## src/rtl/unified_mem_arbiter.sv

```systemverilog
// Arbitrates one single-port synchronous RAM between CPU fetch and data ports.
// Data has priority. Fetch is forced through after MAX_DATA_BURST consecutive data wins.
module unified_mem_arbiter #(
  parameter int MEM_WORDS      = 1024,
  parameter int READ_LAT       = 1,
  parameter int MAX_DATA_BURST = 4
) (
  input  logic        clk,
  input  logic        rst_n,
  input  logic        i_req,
  input  logic [31:0] i_addr,
  output logic        i_gnt,
  output logic        i_rvalid,
  output logic [31:0] i_rdata,
  input  logic        d_req,
  input  logic [31:0] d_addr,
  input  logic [31:0] d_wdata,
  input  logic [3:0]  d_wen,
  output logic        d_gnt,
  output logic        d_rvalid,
  output logic [31:0] d_rdata,
  output logic        m_en,
  output logic [3:0]  m_we,
  output logic [31:0] m_addr,
  output logic [31:0] m_wdata,
  input  logic [31:0] m_rdata,
  output logic        oob_err,
  output logic [15:0] conflict_cnt
);

  localparam int          SW         = $clog2(MAX_DATA_BURST + 1);
  localparam logic [31:0] ADDR_LIMIT = 32'(4 * MEM_WORDS);

  typedef struct packed {
    logic valid;
    logic owner_d;
    logic is_read;
    logic oob;
  } ret_t;

  logic [SW-1:0] starve_cnt;
  ret_t          pipe_q [READ_LAT];
  ret_t          head;
  ret_t          new_entry;
  logic          grant_i;
  logic          grant_d;
  logic          granted;
  logic          acc_oob;
  logic          head_live;
  logic [31:0]   acc_addr;
  logic [31:0]   ret_data;

  always_comb begin
    grant_i = 1'b0;
    grant_d = 1'b0;
    if (rst_n) begin
      if (i_req && (!d_req || starve_cnt == SW'(MAX_DATA_BURST))) begin
        grant_i = 1'b1;
      end else if (d_req) begin
        grant_d = 1'b1;
      end
    end
  end

  assign granted  = grant_i | grant_d;
  assign acc_addr = grant_i ? i_addr : d_addr;
  assign acc_oob  = (acc_addr >= ADDR_LIMIT);
  assign i_gnt    = grant_i;
  assign d_gnt    = grant_d;

  // Out-of-bounds accesses never reach the RAM, but they still travel down the return pipeline.
  always_comb begin
    m_en    = granted && !acc_oob;
    m_we    = (grant_d && !acc_oob) ? d_wen : 4'b0000;
    m_addr  = {acc_addr[31:2], 2'b00};
    m_wdata = d_wdata;
  end

  always_comb begin
    new_entry         = '0;
    new_entry.valid   = granted;
    new_entry.owner_d = grant_d;
    new_entry.is_read = grant_i || (d_wen == 4'b0000);
    new_entry.oob     = acc_oob;
  end

  always_ff @(posedge clk) begin
    if (!rst_n) begin
      for (int i = 0; i < READ_LAT; i++) begin
        pipe_q[i] <= '0;
      end
      starve_cnt   <= '0;
      conflict_cnt <= '0;
    end else begin
      pipe_q[0] <= new_entry;
      for (int i = 1; i < READ_LAT; i++) begin
        pipe_q[i] <= pipe_q[i-1];
      end
      if (!i_req || grant_i) begin
        starve_cnt <= '0;
      end else if (grant_d && starve_cnt != SW'(MAX_DATA_BURST)) begin
        starve_cnt <= starve_cnt + SW'(1);
      end
      if (i_req && d_req && conflict_cnt != 16'hFFFF) begin
        conflict_cnt <= conflict_cnt + 16'd1;
      end
    end
  end

  // The head of the pipeline lines up with the RAM's read data for that access.
  assign head      = pipe_q[READ_LAT-1];
  assign head_live = rst_n && head.valid;
  assign ret_data  = head.oob ? 32'hDEADBEEF : m_rdata;
  assign i_rvalid  = head_live && !head.owner_d && head.is_read;
  assign d_rvalid  = head_live && head.owner_d && head.is_read;
  assign i_rdata   = i_rvalid ? ret_data : 32'h0;
  assign d_rdata   = d_rvalid ? ret_data : 32'h0;
  assign oob_err   = head_live && head.oob;

endmodule

```

## config.mk

```make
export PLATFORM = sky130hd
export DESIGN_NAME = unified_mem_arbiter
export DESIGN_NICKNAME = d
export VERILOG_FILES = /design/src/rtl/unified_mem_arbiter.sv
export SDC_FILE = /design/constraint.sdc
export NUM_CORES = 1
export LEC_CHECK = 0
export ABC_CLOCK_PERIOD_IN_PS = 3700
export CELL_PAD_IN_SITES_DETAIL_PLACEMENT = 0
export CELL_PAD_IN_SITES_GLOBAL_PLACEMENT = 1
export CORE_MARGIN = 5
export CORE_UTILIZATION = 17
export CTS_CLUSTER_DIAMETER = 40
export DETAILED_ROUTE_END_ITERATION = 10
export GPL_ROUTABILITY_DRIVEN = 0
export GPL_TIMING_DRIVEN = 0
export PLACE_DENSITY = 0.83
export SYNTH_ARGS = -nofsm -noshare
export SYNTH_HDL_FRONTEND = slang
export SYNTH_SLANG_ARGS = --single-unit
```

## constraint.sdc

```tcl
create_clock -name clk -period 3.7 [get_ports clk]
set_input_delay 0.37 -clock clk [delete_from_list [all_inputs] [get_ports clk]]
set_output_delay 0.37 -clock clk [all_outputs]
set_load 0.02 [all_outputs]
```

After elaboration in Yosys (flattened, before gate mapping)
Memory sizes are Yosys's and may differ from the RTL's.
Index checks and enable logic that the tools add are counted.
Widths: inputs -> output; s select.
{"block": "word_totals", "register_bits": 19, "ramBits": 4, "wordCells": 47, "n_memories": 1}
{"block": "classes", "n_addsub": 2, "order_cmp": 1, "n_eq_ne": 3, "mux": 14, "n_bitwise": 2, "n_reduce_logical": 22}
{"name": "pipe_q", "words": 1, "word_bits": 4, "read_ports": 1, "rd_ports_with_merged_regs": 0, "wr": 1, "line_no": "42", "text": "ret_t pipe_q [READ_LAT];"}
{"op": "$mux 32", "count": 4}
{"op": "$ge 32x13->1 const B", "count": 1}
{"op": "$add 16x1->16 const B", "count": 1}
{"op": "$ne 16x16->1 const B", "count": 1}
{"op": "$logic_and 1x1->1", "count": 12}
{"op": "$mux 1", "count": 8}
{"op": "$mux 4", "count": 2}
{"op": "$logic_not 1->1", "count": 4}
{"op": "$logic_not 4->1", "count": 1}
{"op": "$reduce_or 4->1", "count": 1}
{"op": "$add 3x1->3 const B", "count": 1}
{"op": "$eq 3x3->1 const B", "count": 1}
{"op": "$logic_or 1x1->1", "count": 3}
{"op": "$ne 3x3->1 const B", "count": 1}
{"op": "$reduce_or 2->1", "count": 1}
{"op": "$not 1->1", "count": 1}
{"op": "$or 1x1->1", "count": 1}

Logic depth before layout (Yosys ltp)
Gate-level depths: netlist of the first run.
{"block": "depth", "depth_word": 10, "depth_mapped": 6, "mapped_depth_nobuf": 6}

Least setup slack after synthesis of the first run
OpenSTA, ideal clock, no wires.
{"block": "synth_timing", "path_kind": "reg2out", "from": "reg starve_cnt[0]", "to": "out m_en", "arrival_time_ns": 1.973, "required_ns": 3.330, "setup_slack_ns": 1.357, "path_stages_with_launch": 7, "n_path_buf": 0, "cell_sequence": "dfxtp_1 -> inv_1 -> ha_1 -> a21boi_1 -> nor2_1 -> a21bo_2 -> nor4_1"}
{"block": "synth_via", "elab_chain_len": 9}
{"item": "from (decl)", "line_no": "41", "text": "logic [SW-1:0] starve_cnt;"}
{"item": "from (signal assigned)", "line_no": "102", "text": "starve_cnt <= starve_cnt + SW'(1);"}
{"item": "$eq 3x3->1", "line_no": "57", "text": "if (i_req && (!d_req || starve_cnt == SW'(MAX_DATA_BURST))) begin"}
{"item": "$logic_or 1x1->1", "line_no": "57"}
{"item": "$logic_and 1x1->1", "line_no": "57"}
{"item": "$mux 1", "line_no": "57"}
{"item": "$mux 1", "line_no": "56", "text": "if (rst_n) begin"}
{"item": "$mux 32", "line_no": "66", "text": "assign acc_addr = grant_i ? i_addr : d_addr;"}
{"item": "named net m_addr[17]", "line_no": "24", "text": "output logic [31:0] m_addr,"}
{"item": "$ge 32x13->1", "line_no": "67", "text": "assign acc_oob = (acc_addr >= ADDR_LIMIT);"}
{"item": "$logic_not 1->1", "line_no": "73", "text": "m_en = granted && !acc_oob;"}
{"item": "$logic_and 1x1->1", "line_no": "73"}
{"item": "to (decl)", "line_no": "22", "text": "output logic m_en,"}
The timed path passes the listed nets, and every way through them passes these cells.

Worst setup path in the final report of the first run
{"block": "layout_timing", "from": "in rst_n", "to": "out m_we[0]"}
{"block": "layout_via", "elab_chain_len": 6}
{"item": "from (decl)", "line_no": "9", "text": "input logic rst_n,"}
{"item": "$mux 1", "line_no": "56"}
{"item": "$mux 32", "line_no": "66"}
{"item": "$ge 32x13->1", "line_no": "67"}
{"item": "$logic_not 1->1", "line_no": "74", "text": "m_we = (grant_d && !acc_oob) ? d_wen : 4'b0000;"}
{"item": "$logic_and 1x1->1 *", "line_no": "74"}
{"item": "$mux 4 *", "line_no": "74"}
{"item": "to (decl)", "line_no": "23", "text": "output logic [3:0] m_we,"}
Every way passes the cells marked *; elsewhere a longest branch is shown, timed or not.

==> out/qor.csv, run 1 <==
metric;value;unit
CP max stage cell;clkdlybuf4s50_1;
combinational share of power;44.5;%
initial antenna violation count;0;
postcts setup bufs;0;
CP endpoint kind;output port;
Finish-stage setup viols;0;
via count;3265;
CP bufs+invs;3;
# IOs;290;
synth warn;0;
Worst Setup Start Kind;input pin;
Max FO, Critical Path;10;
Avg Cell Area, Syn;7.16;sq um
pwr dens;173;mW/mm^2
nets@finish;721;
Net Sw Frac;29.2;%
post-synthesis cell type count;44;
Layout Area Growth over Synthesis;121;%
peak supply drop;138;uV
FFs w/ async S/R, synth;0;%
Critical Path RT;3.33;ns
Core ar.;0.0133;sq mm
minimum setup slack after placement;0.471;ns
Crit path largest cell delay;0.68;ns
Yosys reg bits;23;
Slew HR;55.5;%
Initial DRC Count;78;
Tot GR Track Use;13.5;%
vias per inst;4.31;
Post-synth EDFFs;0;
Sinks on Clock Net;23;
CTS Hold Buffers Added;0;
Die Y;127;um
Reg clk slew, reported paths;0.06;ns
root buffer cell;clkbuf_16;
fin. max-slew vios;0;
max_cap viols;0;
TritonRoute pass-1 iters;4;
final total power;0.890;mW
grt ovf;0;
Hold Vio Cnt, Final;0;
CTS tree;built;
first-pass GRT wire length;17900;um
final WL;12300;um
leading post-synthesis cells by cell area;dfxtp_1 (20%), nor2_1 (16%), mux2_2 (14%);
status;finished clean;
RSZ-0062 raised after global routing;no;
num rows;42;
share of cells above drive strength 1;13.8;%
H-tree depth;1;
post_cts resized;0;
# port buffers;251;
crit-path cells;clkdlybuf4s50_1 > clkbuf_1 > nand2_1 > a31oi_1 > nand2_1 > nor3b_1 > clkdlybuf4s50_1;
period utilization;86.3;%
largest net degree at the start of global routing;14;
Setup WS post-layout;0.506;ns
cell taking the most area after synthesis;dfxtp_1;
drt drc;0;
initial core utilization;17.4;%
instance count of the mapped netlist;325;
Tmin final;3.19;ns
placed cell count;753;
Hold WC Path Type;register to register;
Top delay family on crit path;buffers and inverters;
fmax;313;MHz
WHS;0.520;ns
vias in the first global route;3277;
Int Power;0.630;mW
Netlist Area Pre-Place;0.00233;sq mm
crit path DAT;2.82;ns
Setup CP Type;input pin to output port;
Num CTS Buffers;3;
clock power share;26.7;%
sequential share of the synthesized area;19.8;%
sequential cell fraction of total power;28.8;%
Die W;127;um
Placed Area;0.00506;sq mm
Final Instance Area;0.00514;sq mm
Clock Path Buffers;2;
final core occ;38.5;%
Setup TNS;0;ns
Leak;1.92;nW
non-filler instance count after layout;757;
Final ANT Viol Nets;0;
Worst Tran Pin Value;0.661;ns
latest clock arrival within the worst-skew pair;0.26;ns
Antenna Cells;0;
Post-synth top flop;dfxtp_1;
Switch Pwr;0.260;mW
post-synth top area share;19.8;%
post-DP HPWL;10700;um
Worst Skew;0.00160;ns
Die ar.;0.0161;sq mm
Wirelength per Cell;16.2;um
## per-layer routing
layer	vias up	share of wire [%]	track usage [%]
met5	-	0	0
met4	0	1.5	2.97
li1	1617	-	-
met1	1490	39	15.5
met2	144	52	26.0
met3	14	7.5	2.42
## cells in the mapped netlist, types with 4 or more instances
library cell and instances:
o41ai_1 4, dfxtp_1 23, o31ai_1 6, inv_1 8, a21oi_1 10, nand3_1 7, nor4_1 9, nor3_1 6
nand2_1 12, and3_1 5, clkbuf_1 10, nor2_1 97, nand2b_1 9, buf_4 34, mux2_2 29, or4_1 8
nor3b_1 4
## layout make-up
class	count	area, sq um
flip-flops and latches	23	460
repair buffers	251	2510
plain buffers	49	330
inverters	9	33.8
fillers	1380	8200
multi-input cells	245	1510
clock inverters	1	5.00
well taps	176	220
clock buffers	3	75.1
## worst paths after layout
path,to,depth (start not counted),slack [ns],startpoint
worst max register to register,conflict_cnt[8],5,1.76,conflict_cnt[1]
worst min register to register,conflict_cnt[15],2,0.52,conflict_cnt[15]
worst max-delay path,m_we[0],7,0.51,rst_n
worst min-delay path,conflict_cnt[15],2,0.52,conflict_cnt[15]
## power by group through the flow
stage                     sequential [mW]  clock, mW  combinational (mW)
final                               0.256      0.238               0.396
after global routing                0.257      0.251               0.419
after CTS                           0.256      0.240               0.400
after detailed placement            0.262          0               0.397
after global placement              0.262          0               0.394
after floorplan                     0.262          0               0.165
## cells by family (layout without fill, tap and decap cells)
kind of cell | after synthesis | after routing | synth area share, %
flops | 23 | 23 | 19.8
buf+inv | 58 | 313 | 15.6
other cells | 1 | 2 | 0.161
fa+ha+maj | 3 | 3 | 1.61
simple gates | 173 | 173 | 37.3
compound gates | 35 | 35 | 10.2
mux | 32 | 32 | 15.3
## cells in the final DEF (no fill, tap or decap), types with 3 or more instances in the layout
cell type / count
clkdlybuf4s50_1: 251
nor2_1: 97
buf_4: 34
mux2_2: 29
dfxtp_1: 23
nand2_1: 12
clkbuf_1: 10
a21oi_1: 10
nand2b_1: 9
nor4_1: 9
inv_1: 8
or4_1: 8
nand3_1: 7
nor3_1: 6
o31ai_1: 6
and3_1: 5
nor3b_1: 4
o41ai_1: 4
buf_2: 3
o21ai_0: 3
a31oi_1: 3
mux2i_1: 3
ha_1: 3
clkbuf_16: 3
## sequential cells by signal, indices dropped and copies added, names as in the netlist
signal	cells
conflict_cnt	16
starve_cnt	3
pipe_q	4
## worst register-to-register path, stage by stage, from the launching register on
cell and delay (ns):
dfxtp_1 0.43, ha_1 0.28, nand3_1 0.20, or2_1 0.33, or4_1 0.48, a21oi_1 0.15
Note: power is estimated with default switching activity, not from simulation.
==> run 2, diff against run 1 <==
==> config.mk (replaced) <==
export PLATFORM = sky130hd
export DESIGN_NAME = unified_mem_arbiter
export DESIGN_NICKNAME = d
export VERILOG_FILES = /design/src/rtl/unified_mem_arbiter.sv
export SDC_FILE = /design/constraint.sdc
export NUM_CORES = 1
export LEC_CHECK = 0
export ABC_CLOCK_PERIOD_IN_PS = 2700
export CELL_PAD_IN_SITES_DETAIL_PLACEMENT = 0
export CELL_PAD_IN_SITES_GLOBAL_PLACEMENT = 1
export CORE_MARGIN = 5
export CORE_UTILIZATION = 14
export CTS_CLUSTER_DIAMETER = 40
export DETAILED_ROUTE_END_ITERATION = 10
export GPL_ROUTABILITY_DRIVEN = 0
export GPL_TIMING_DRIVEN = 0
export PLACE_DENSITY = 0.72
export SYNTH_ARGS = -nofsm -noshare
export SYNTH_HDL_FRONTEND = slang
export SYNTH_SLANG_ARGS = --single-unit
==> constraint.sdc (replaced) <==
create_clock -name clk -period 2.7 [get_ports clk]
set_input_delay 0.27 -clock clk [delete_from_list [all_inputs] [get_ports clk]]
set_output_delay 0.27 -clock clk [all_outputs]
set_load 0.02 [all_outputs]
==> run 2 against run 1 <==
Net effect: combinational power up 38%; clock power up 36%; wire length up 6.3%; largest cell class unchanged; critical endpoint is now m_we[3]; sequential share of layout area down 0.17 points; total power up 37%; clock skew up 0.0024 ns; critical path depth down 1; cell area up 2.0%; cell count up 5.9%; count of clock-buffer cells in the layout up 1; global-route usage down 1.2 points.
==> out/qor.csv, run 2 (synthesis results as in run 1) <==
metric;value;unit;change
status;finished clean;;
first-pass GRT wire length;19400;um;+8.5%
R2R cell count;5;;unchanged
crit path DAT;2.31;ns;-0.51 ns
H-tree depth;1;;unchanged
Hold Vio Cnt, Final;0;;unchanged
root buffer cell;clkbuf_16;;
Tot GR Track Use;12.3;%;-1.2 points
hold endpoint;pipe_q[0][2];;
Reg clk slew, reported paths;0.06;ns;about the same
Hold WC Path Type;input pin to register;;
vias in the first global route;3262;;-0.46%
Leak;1.99;nW;+3.9%
share of cells above drive strength 1;15.1;%;+1.4 points
largest net degree at the start of global routing;13;;-1
initial core utilization;14.1;%;-3.3 points
commonest cells after routing, fill and taps aside;clkdlybuf4s50_1 (240), nor2_1 (96), buf_4 (38);;
TritonRoute pass-1 iters;4;;unchanged
Layout Area Growth over Synthesis;125;%;
Slew HR;55.1;%;-0.38 points
RSZ-0062 raised after global routing;no;;
Worst Skew;0.00404;ns;+0.00244 ns
Worst Setup Start Kind;input pin;;
Worst Tran Pin Value;0.667;ns;+0.00558 ns
num rows;47;;+12%
CTS Hold Buffers Added;0;;unchanged
hold_sp;d_req;;
placed cell count;797;;+5.8%
# IOs;290;;unchanged
fmax;388;MHz;
Die W;139;um;+9.4%
Max FO, Critical Path;6;;-4
Setup CP Type;input pin to output port;;
Initial DRC Count;102;;+31%
fin. max-slew vios;0;;unchanged
final core occ;31.9;%;-6.7 points
max_cap viols;0;;unchanged
initial antenna violation count;1;;+1
Wirelength per Cell;16.3;um;+0.34%
final WL;13000;um;+6.3%
Finish-stage setup viols;0;;unchanged
crit path launch;i_addr[14];;
Antenna Cells;0;;unchanged
number of flip-flops in the largest register;16;;unchanged
# port buffers;251;;unchanged
CP endpoint kind;output port;;
final total power;1.22;mW;+37%
reg-to-reg startpoint;conflict_cnt[1];;
Reg with most FFs;conflict_cnt;;
via count;3254;;-0.34%
Critical Path RT;2.43;ns;-0.90 ns
hold path depth;3;;+1
nets@finish;722;;+0.14%
register-to-register setup slack;0.80;ns;-0.96 ns
Core ar.;0.0165;sq mm;+23%
Final ANT Viol Nets;0;;unchanged
Tmin final;2.58;ns;
Die Y;139;um;+9.4%
largest registers;conflict_cnt x16, pipe_q x4, starve_cnt x3;;
pwr dens;233;mW/mm^2;+35%
Die ar.;0.0193;sq mm;+20%
commonest non-fill, non-tap cell in the layout;clkdlybuf4s50_1;;
Num CTS Buffers;3;;unchanged
Sinks on Clock Net;23;;unchanged
latest clock arrival within the worst-skew pair;0.26;ns;about the same
# fillers;1749;;+27%
post-DP HPWL;11400;um;+5.9%
R2R Path End;conflict_cnt[14];;
peak supply drop;200;uV;+44%
Clock Path Buffers;2;;unchanged
drt drc;0;;unchanged
CTS tree;built;;
period utilization;95.5;%;
grt ovf;0;;unchanged
non-filler instance count after layout;802;;+5.9%
vias per inst;4.06;;-5.9%
==> run 2: routing by layer <==
layer / track usage, % / vias up / share of wire, %
li1: - / 1610 / -
met1: 14.1 / 1467 / 39
met2: 23.3 / 160 / 52
met3: 2.97 / 15 / 7.6
met4: 2.32 / 2 / 1.3
met5: 0 / - / 0.054
==> run 2: how the worst max path moves through the flow <==
stage | end | slack, ns
global route | m_we[0] | 0.006
global placement | i_rdata[3] | -0.40
floorplan | m_en | 0.46
CTS | m_addr[11] | 0.02
detailed placement | i_rdata[8] | -0.42
finish | m_we[3] | 0.12
==> run 2: report_power, final <==
group | switching [mW] | leakage (nW) | internal [mW]
registers | 0.00605 | 0.187 | 0.345
logic | 0.226 | 1.77 | 0.320
clock network | 0.122 | 0.0382 | 0.202
total | 0.353 | 1.99 | 0.867
==> run 2: critical path: stages <==
cell             delay (ns)
clkdlybuf4s50_1        0.42
or4_1                  0.52
nor4_1                 0.31
a2bb2oi_2              0.18
nor3b_1                0.23
dlygate4sd2_1          0.37
==> run 2: cell type report <==
class	count	area, sq um	share of cell area, %
buffer	49	343	6.53
clock buffer	4	78.8	1.50
inverter	9	33.8	0.644
multi-input combinational	245	1540	29.3
sequential	23	460	8.78
tap	220	275	5.25
timing repair buffer	252	2520	48.0
==> run 2: repair_timing <==
| item | CTS | global route |
|---|---|---|
| endpoints found under the setup margin | 83 | 30 |
| pin swaps | 1 | 0 |
| setup buffers | 1 | 0 |
| gates resized for setup | 18 | 9 |
==> run 2: stage by stage <==
step | hold WS [ns] | area [sq um] | setup TNS (ns) | worst slack, ns
5_1_grt | 0.463 | 5250 | 0 | 0.00593
6_report | 0.431 | 5250 | 0 | 0.123
2_1_floorplan | 0.380 | 2330 | 0 | 0.457
3_3_place_gp | 0.497 | 5120 | -16.69 | -0.404
3_5_place_dp | 0.508 | 5120 | -19.60 | -0.416
4_1_cts | 0.517 | 5230 | 0 | 0.0163
